### src/rtl/time_ctrl_pkg.sv
// Shared encodings and helpers for the time_counter user-interface controller.
// Holds FSM state/action types, time-field limits and small arithmetic helpers.
package time_ctrl_pkg;

   localparam int TIME_W = 8;
   localparam logic [TIME_W-1:0] MAX_HOURS   = 8'd23;
   localparam logic [TIME_W-1:0] MAX_MINUTES = 8'd59;

   typedef enum logic [1:0] {
      STOPPED     = 2'd0,
      RUNNING     = 2'd1,
      SET_HOURS   = 2'd2,
      SET_MINUTES = 2'd3
   } ctrl_state_t;

   // One action per cycle, already resolved by priority and by current state.
   typedef enum logic [2:0] {
      ACT_NONE  = 3'd0,
      ACT_START = 3'd1,
      ACT_MODE  = 3'd2,
      ACT_INC   = 3'd3,
      ACT_LONG  = 3'd4
   } ctrl_action_t;

   function automatic logic [TIME_W-1:0] wrap_inc(input logic [TIME_W-1:0] v,
                                                  input logic [TIME_W-1:0] max);
      logic [TIME_W-1:0] r;
      if (v >= max) r = {TIME_W{1'b0}};
      else          r = v + TIME_W'(1);
      return r;
   endfunction

   function automatic logic [TIME_W-1:0] clamp_time(input logic [TIME_W-1:0] v,
                                                    input logic [TIME_W-1:0] max);
      logic [TIME_W-1:0] r;
      if (v > max) r = {TIME_W{1'b0}};
      else         r = v;
      return r;
   endfunction

   function automatic ctrl_state_t next_state(input ctrl_state_t cur, input ctrl_action_t act);
      ctrl_state_t nxt;
      nxt = cur;
      case (act)
         ACT_START: nxt = (cur == STOPPED) ? RUNNING : STOPPED;
         ACT_LONG:  nxt = STOPPED;
         ACT_MODE: begin
            case (cur)
               STOPPED:   nxt = SET_HOURS;
               SET_HOURS: nxt = SET_MINUTES;
               default:   nxt = STOPPED;
            endcase
         end
         default:   nxt = cur;
      endcase
      return nxt;
   endfunction

endpackage

### src/rtl/button_debouncer.sv
// Two-flop synchronizer plus counting debouncer for one raw push-button.
// Emits the debounced level and a one-cycle pulse on each accepted press.
module button_debouncer #(
   parameter int DEBOUNCE_CYCLES = 5
) (
   input  logic clk,
   input  logic reset,
   input  logic btn,
   output logic level,
   output logic press
);

   localparam int CNT_W = $clog2(DEBOUNCE_CYCLES + 1);
   localparam logic [CNT_W-1:0] CNT_MAX = CNT_W'(DEBOUNCE_CYCLES);

   logic             sync1;
   logic             sync2;
   logic [CNT_W-1:0] cnt;

   // Synchronize, then accept a new level only after it has differed long enough.
   always_ff @(posedge clk) begin
      if (!reset) begin
         sync1 <= 1'b0;
         sync2 <= 1'b0;
         cnt   <= {CNT_W{1'b0}};
         level <= 1'b0;
         press <= 1'b0;
      end else begin
         sync1 <= btn;
         sync2 <= sync1;
         press <= 1'b0;
         if (sync2 == level) begin
            cnt <= {CNT_W{1'b0}};
         end else if (cnt == CNT_MAX) begin
            level <= sync2;
            press <= sync2;
            cnt   <= {CNT_W{1'b0}};
         end else begin
            cnt <= cnt + CNT_W'(1);
         end
      end
   end

endmodule

### src/rtl/time_counter_ctrl.sv
// Button-driven controller for time_counter: run/stop, clear on long press,
// hour/minute editing with a load strobe, and display blink enables.
module time_counter_ctrl
   import time_ctrl_pkg::*;
#(
   parameter int DEBOUNCE_CYCLES   = 5,
   parameter int LONG_PRESS_CYCLES = 500,
   parameter int BLINK_HALF_CYCLES = 125
) (
   input  logic              clk,
   input  logic              reset,
   input  logic              btn_start,
   input  logic              btn_mode,
   input  logic              btn_inc,
   input  logic [TIME_W-1:0] cur_hours,
   input  logic [TIME_W-1:0] cur_minutes,
   output logic              run,
   output logic              clear,
   output logic              load,
   output logic [TIME_W-1:0] load_hours,
   output logic [TIME_W-1:0] load_minutes,
   output logic              blink_hours,
   output logic              blink_minutes,
   output logic [1:0]        state
);

   localparam int LP_W = $clog2(LONG_PRESS_CYCLES + 1);
   localparam logic [LP_W-1:0] LP_MAX  = LP_W'(LONG_PRESS_CYCLES);
   localparam logic [LP_W-1:0] LP_FIRE = LP_W'(LONG_PRESS_CYCLES - 1);
   localparam int BL_W = $clog2(BLINK_HALF_CYCLES);
   localparam logic [BL_W-1:0] BL_LAST = BL_W'(BLINK_HALF_CYCLES - 1);

   logic start_level, mode_level, inc_level, levels_unused;
   logic start_press, mode_press, inc_press;
   logic [LP_W-1:0] lp_cnt;
   logic            long_pulse;
   logic [BL_W-1:0] blink_cnt;
   logic            phase, phase_nx;
   ctrl_state_t     fsm_state, state_nx;
   ctrl_action_t    action;

   button_debouncer #(.DEBOUNCE_CYCLES(DEBOUNCE_CYCLES)) u_db_start (
      .clk(clk), .reset(reset), .btn(btn_start), .level(start_level), .press(start_press));
   button_debouncer #(.DEBOUNCE_CYCLES(DEBOUNCE_CYCLES)) u_db_mode (
      .clk(clk), .reset(reset), .btn(btn_mode), .level(mode_level), .press(mode_press));
   button_debouncer #(.DEBOUNCE_CYCLES(DEBOUNCE_CYCLES)) u_db_inc (
      .clk(clk), .reset(reset), .btn(btn_inc), .level(inc_level), .press(inc_press));

   assign levels_unused = mode_level ^ inc_level;
   assign state         = fsm_state;

   // Hold counter for start; fires once when the hold completes, re-arms on release.
   always_ff @(posedge clk) begin
      if (!reset) begin
         lp_cnt     <= {LP_W{1'b0}};
         long_pulse <= 1'b0;
      end else if (start_level) begin
         if (lp_cnt != LP_MAX) lp_cnt <= lp_cnt + LP_W'(1);
         long_pulse <= (lp_cnt == LP_FIRE);
      end else begin
         lp_cnt     <= {LP_W{1'b0}};
         long_pulse <= 1'b0;
      end
   end

   // Free-running blink phase generator.
   always_ff @(posedge clk) begin
      if (!reset) begin
         blink_cnt <= {BL_W{1'b0}};
         phase     <= 1'b0;
      end else if (blink_cnt == BL_LAST) begin
         blink_cnt <= {BL_W{1'b0}};
         phase     <= ~phase;
      end else begin
         blink_cnt <= blink_cnt + BL_W'(1);
      end
   end

   assign phase_nx = (blink_cnt == BL_LAST) ? ~phase : phase;

   // Resolve simultaneous events: start beats everything; in STOPPED a long
   // press (clear) is taken ahead of a mode press.
   always_comb begin
      action = ACT_NONE;
      case (fsm_state)
         STOPPED: begin
            if (start_press)     action = ACT_START;
            else if (long_pulse) action = ACT_LONG;
            else if (mode_press) action = ACT_MODE;
            else                 action = ACT_NONE;
         end
         RUNNING: begin
            if (start_press)     action = ACT_START;
            else if (long_pulse) action = ACT_LONG;
            else                 action = ACT_NONE;
         end
         SET_HOURS, SET_MINUTES: begin
            if (start_press)     action = ACT_START;
            else if (mode_press) action = ACT_MODE;
            else if (inc_press)  action = ACT_INC;
            else                 action = ACT_NONE;
         end
         default: action = ACT_NONE;
      endcase
   end

   assign state_nx = next_state(fsm_state, action);

   // Control FSM with registered outputs and edit registers.
   always_ff @(posedge clk) begin
      if (!reset) begin
         fsm_state     <= STOPPED;
         run           <= 1'b0;
         clear         <= 1'b0;
         load          <= 1'b0;
         load_hours    <= {TIME_W{1'b0}};
         load_minutes  <= {TIME_W{1'b0}};
         blink_hours   <= 1'b0;
         blink_minutes <= 1'b0;
      end else begin
         fsm_state     <= state_nx;
         run           <= (state_nx == RUNNING);
         clear         <= (action == ACT_LONG);
         load          <= (action == ACT_MODE) && (fsm_state == SET_MINUTES);
         blink_hours   <= phase_nx && (state_nx == SET_HOURS);
         blink_minutes <= phase_nx && (state_nx == SET_MINUTES);
         case (action)
            ACT_MODE: begin
               if (fsm_state == STOPPED) begin
                  load_hours   <= clamp_time(cur_hours, MAX_HOURS);
                  load_minutes <= clamp_time(cur_minutes, MAX_MINUTES);
               end
            end
            ACT_INC: begin
               if (fsm_state == SET_HOURS)
                  load_hours <= wrap_inc(load_hours, MAX_HOURS);
               else
                  load_minutes <= wrap_inc(load_minutes, MAX_MINUTES);
            end
            default: ;
         endcase
      end
   end

endmodule

### config.mk
export PLATFORM = sky130hd
export DESIGN_NAME = time_counter_ctrl
export DESIGN_NICKNAME = d
export VERILOG_FILES = /design/src/rtl/time_ctrl_pkg.sv /design/src/rtl/button_debouncer.sv /design/src/rtl/time_counter_ctrl.sv
export SDC_FILE = /design/constraint.sdc
export NUM_CORES = 1
export LEC_CHECK = 0
export ABC_AREA = 1
export CAP_MARGIN = 25
export CORE_AREA = 4 4 83 85
export DETAILED_ROUTE_END_ITERATION = 8
export DIE_AREA = 0 0 87 89
export PLACE_DENSITY = 0.69
export SYNTH_ARGS = -nofsm -noshare
export SYNTH_HDL_FRONTEND = slang
export SYNTH_SLANG_ARGS = --single-unit
export TNS_END_PERCENT = 20
### constraint.sdc
create_clock -name clk -period 2 [get_ports clk]
set_clock_uncertainty 0.15 [all_clocks]
set_input_delay 0.2 -clock clk [delete_from_list [all_inputs] [get_ports clk]]
set_output_delay 0.2 -clock clk [all_outputs]
set_load 0.01 [all_outputs]
==> results.json <==
{
  "critical_path_buf_inv_count": 1,
  "layout-area-overhead-vs-synth_pct": 24.93,
  "fp.dieW_um": 87,
  "worst_slew_margin_rel_pct": 75.03,
  "critPathTopFamily": "buffers and inverters",
  "clock_power_share_pct": 45.3,
  "switching_share_pct": 21.21,
  "synth_edf_count": 0,
  "dpl_cell_area_um2": 3303,
  "netlist_cell_types": 28,
  "top_library_cells_by_usage_in_the_layout_fill_and_taps_aside": "sky130_fd_sc_hd__nand2_1 (98), sky130_fd_sc_hd__nor2_1 (73), sky130_fd_sc_hd__dfxtp_1 (62)",
  "ir_worst_vdd_mv": 0.4241,
  "critPathMaxStageDelay_ns": 0.60,
  "clk_transition_reported_paths_ns": 0.07,
  "post_cts_hold_buffer_count": 0,
  "crit_path_start_kind": "flop",
  "pwr-share-seq_pct": 51.0,
  "report.final.setup_viol": 0,
  "design.portCount": 44,
  "clk_latency_ns": 0.34,
  "grt_first_pass_wirelength_um": 9308,
  "post-place-ws_ns": 0.3091,
  "gr-total-overflow": 0,
  "totalNegativeSetupSlack_ns": 0,
  "cp-end-kind": "output pin",
  "top_flip_flop_cell_by_instance_count_after_synthesis": "sky130_fd_sc_hd__dfxtp_1",
  "worst_pin_slew_ns": 0.3742,
  "timing.final.crit_period_ns": 1.766,
  "synthesis.nets": 426,
  "fin_total_pwr_mw": 2.464,
  "global_route.usage.met2_pct": 24.36,
  "grtUsageTotal_pct": 14.95,
  "layout.core_utilization_pct": 56.48,
  "cts_post_setup_buffers_inserted": 0,
  "insertedDiodeCount": 0,
  "synth_area_per_cell_um2": 7.138,
  "core_area_um2": 6205,
  "clk_path_buf_depth": 2,
  "numCtsBuffers": 9,
  "grt_setup_unrepaired": "false",
  "routed-via-count": 2462,
  "drt-total-wl_um": 5314,
  "hold_slack_ns": 0.2393,
  "maxClockFrequency_ghz": 0.5664,
  "placement.io_buffers": 43,
  "finalWorstSetupSlack_ns": 0.2345,
  "hold_viol_final": 0,
  "h-tree-depth": 3,
  "synth.ff_latch_count": 62,
  "drc_errors": 0,
  "worst-setup-path-type": "flop to output pin",
  "filler_free_cell_count_of_the_finished_design": 524,
  "tritoncts": "yes",
  "maxSlewViolCount": 0,
  "run_status": "finished clean",
  "grt_pass1_vias": 2267,
  "cts_resized": 0,
  "cellPowerDensity_nw_per_um2": 703.0,
  "cell_area_after_layout_um2": 3505,
  "worst_path_fanout_max": 7,
  "area_of_the_mapped_netlist_um2": 2805,
  "p_switching_mw": 0.5225,
  "wl_per_cell_um": 10.14,
  "p_leak_nw": 1.606,
  "placement_rows": 29,
  "finalCritPeriodShare_pct": 88.28,
  "detail_route.vias_per_cell": 4.698,
  "max-cap-violations": 0,
  "number_of_antenna_violations_at_the_first_check_in_global_routing": 0,
  "post-place-cells": 508,
  "final_net_count": 475,
  "cts.root.buffer_cell": "sky130_fd_sc_hd__clkbuf_8",
  "post_synth_inst_count": 393,
  "dieArea_um2": 7743,
  "power_report.internal_total_mw": 1.941,
  "detailedPlacementHpwl_um": 3989,
  "worstHoldPathType": "input pin to flop",
  "largest_net_degree_at_the_start_of_global_routing": 27,
  "groute.layer.met3.usage_pct": 3.410,
  "residual_antenna_violating_net_count_after_detailed_routing": 0,
  "final_layout_size_suffix_gt1_share_pct": 6.040,
  "yosysWarnings": 0,
  "asyncSetResetFlopFracSynth_pct": 0,
  "busiest_layer": "met2",
  "met1_usage_pct": 18.13,
  "cp_max_delay_cell": "sky130_fd_sc_hd__clkdlybuf4s50_1",
  "gp_routability_congestion": 0.7907,
  "yosysSeqAreaShare_pct": 44.25,
  "drt_first_iter_violations": 51,
  "floorplan.initialDensity_pct": 45.21,
  "layout.cells.most_common": "sky130_fd_sc_hd__nand2_1",
  "clock_sink_count": 62,
  "comb_power_share_pct": 3.7,
  "required_ns": 1.65,
  "die_h_um": 89,
  "cp_cell_sequence": "clkdlybuf4s50_1",
  "dr.pass1.iters": 4,
  "cp.arrival_ns": 1.42
}
-- sequential cells by signal, indices dropped and copies added (netlist names), 2 cells and up --
name and count:
lp_cnt 9, load_hours 8, load_minutes 8, blink_cnt 7, u_db_inc.cnt 3, u_db_mode.cnt 3
u_db_start.cnt 3, state 2
-- cell usage after synthesis (all sizes together), types with 2 or more instances --
library cell / number / area share (%)
xor2: 8 / 2.5
nand4: 7 / 1.6
o21ai: 8 / 1.4
ha: 12 / 5.4
nor4: 3 / 0.67
inv: 52 / 7.0
nand3: 25 / 4.5
nor2: 78 / 11
nand3b: 2 / 0.54
xnor2: 5 / 1.6
buf: 6 / 1.4
nand2: 102 / 14
nor3: 6 / 1.1
dfxtp: 62 / 44
a21oi: 10 / 1.8
-- power by group through the flow --
stage | clock network (mW) | registers, mW | logic, mW
floorplan | 0 | 1.28 | 0.0427
global placement | 0 | 1.28 | 0.0921
detailed placement | 0 | 1.28 | 0.0937
CTS | 1.14 | 1.26 | 0.0941
global route | 1.20 | 1.26 | 0.104
finish | 1.12 | 1.26 | 0.0922
-- final timing paths --
kind,startpoint,end,slack [ns],cells past startpoint
min,btn_inc,u_db_inc.sync1,0.24,3
min reg2reg,u_db_start.sync1,u_db_start.sync2,0.27,2
max reg2reg,state[1],load_minutes[4],0.39,7
max,state[1],state[1],0.23,1
-- routing by layer --
| layer | up-vias | wire length [um] |
|---|---|---|
| met5 | - | 0 |
| met4 | 0 | 146 |
| met3 | 11 | 177 |
| met2 | 35 | 2497 |
| met1 | 1099 | 2493 |
| li1 | 1317 | - |
-- cell families (layout without fill, tap and decap cells) --
| logic type | Yosys count | count (layout) | share of synthesized area (%) |
|---|---|---|---|
| adder cells (fa/ha/maj) | 12 | 12 | 5.352 |
| buffers and inverters | 59 | 113 | 8.519 |
| AO/OA/AOI/OAI | 22 | 22 | 4.193 |
| AND/OR/NAND/NOR | 225 | 225 | 33.63 |
| flip-flops | 62 | 62 | 44.25 |
| XOR/XNOR | 13 | 13 | 4.059 |
-- layout make-up --
cell class              count  area [um^2]
fillers                   606         2700
flip-flops and latches     62         1241
multi-input cells         272         1325
clock inverters             3        42.54
clock buffers              13        158.9
inverters                  52        195.2
well taps                  77        96.34
repair buffers             45        445.4
No activity file was read; power rests on OpenSTA's default activity.
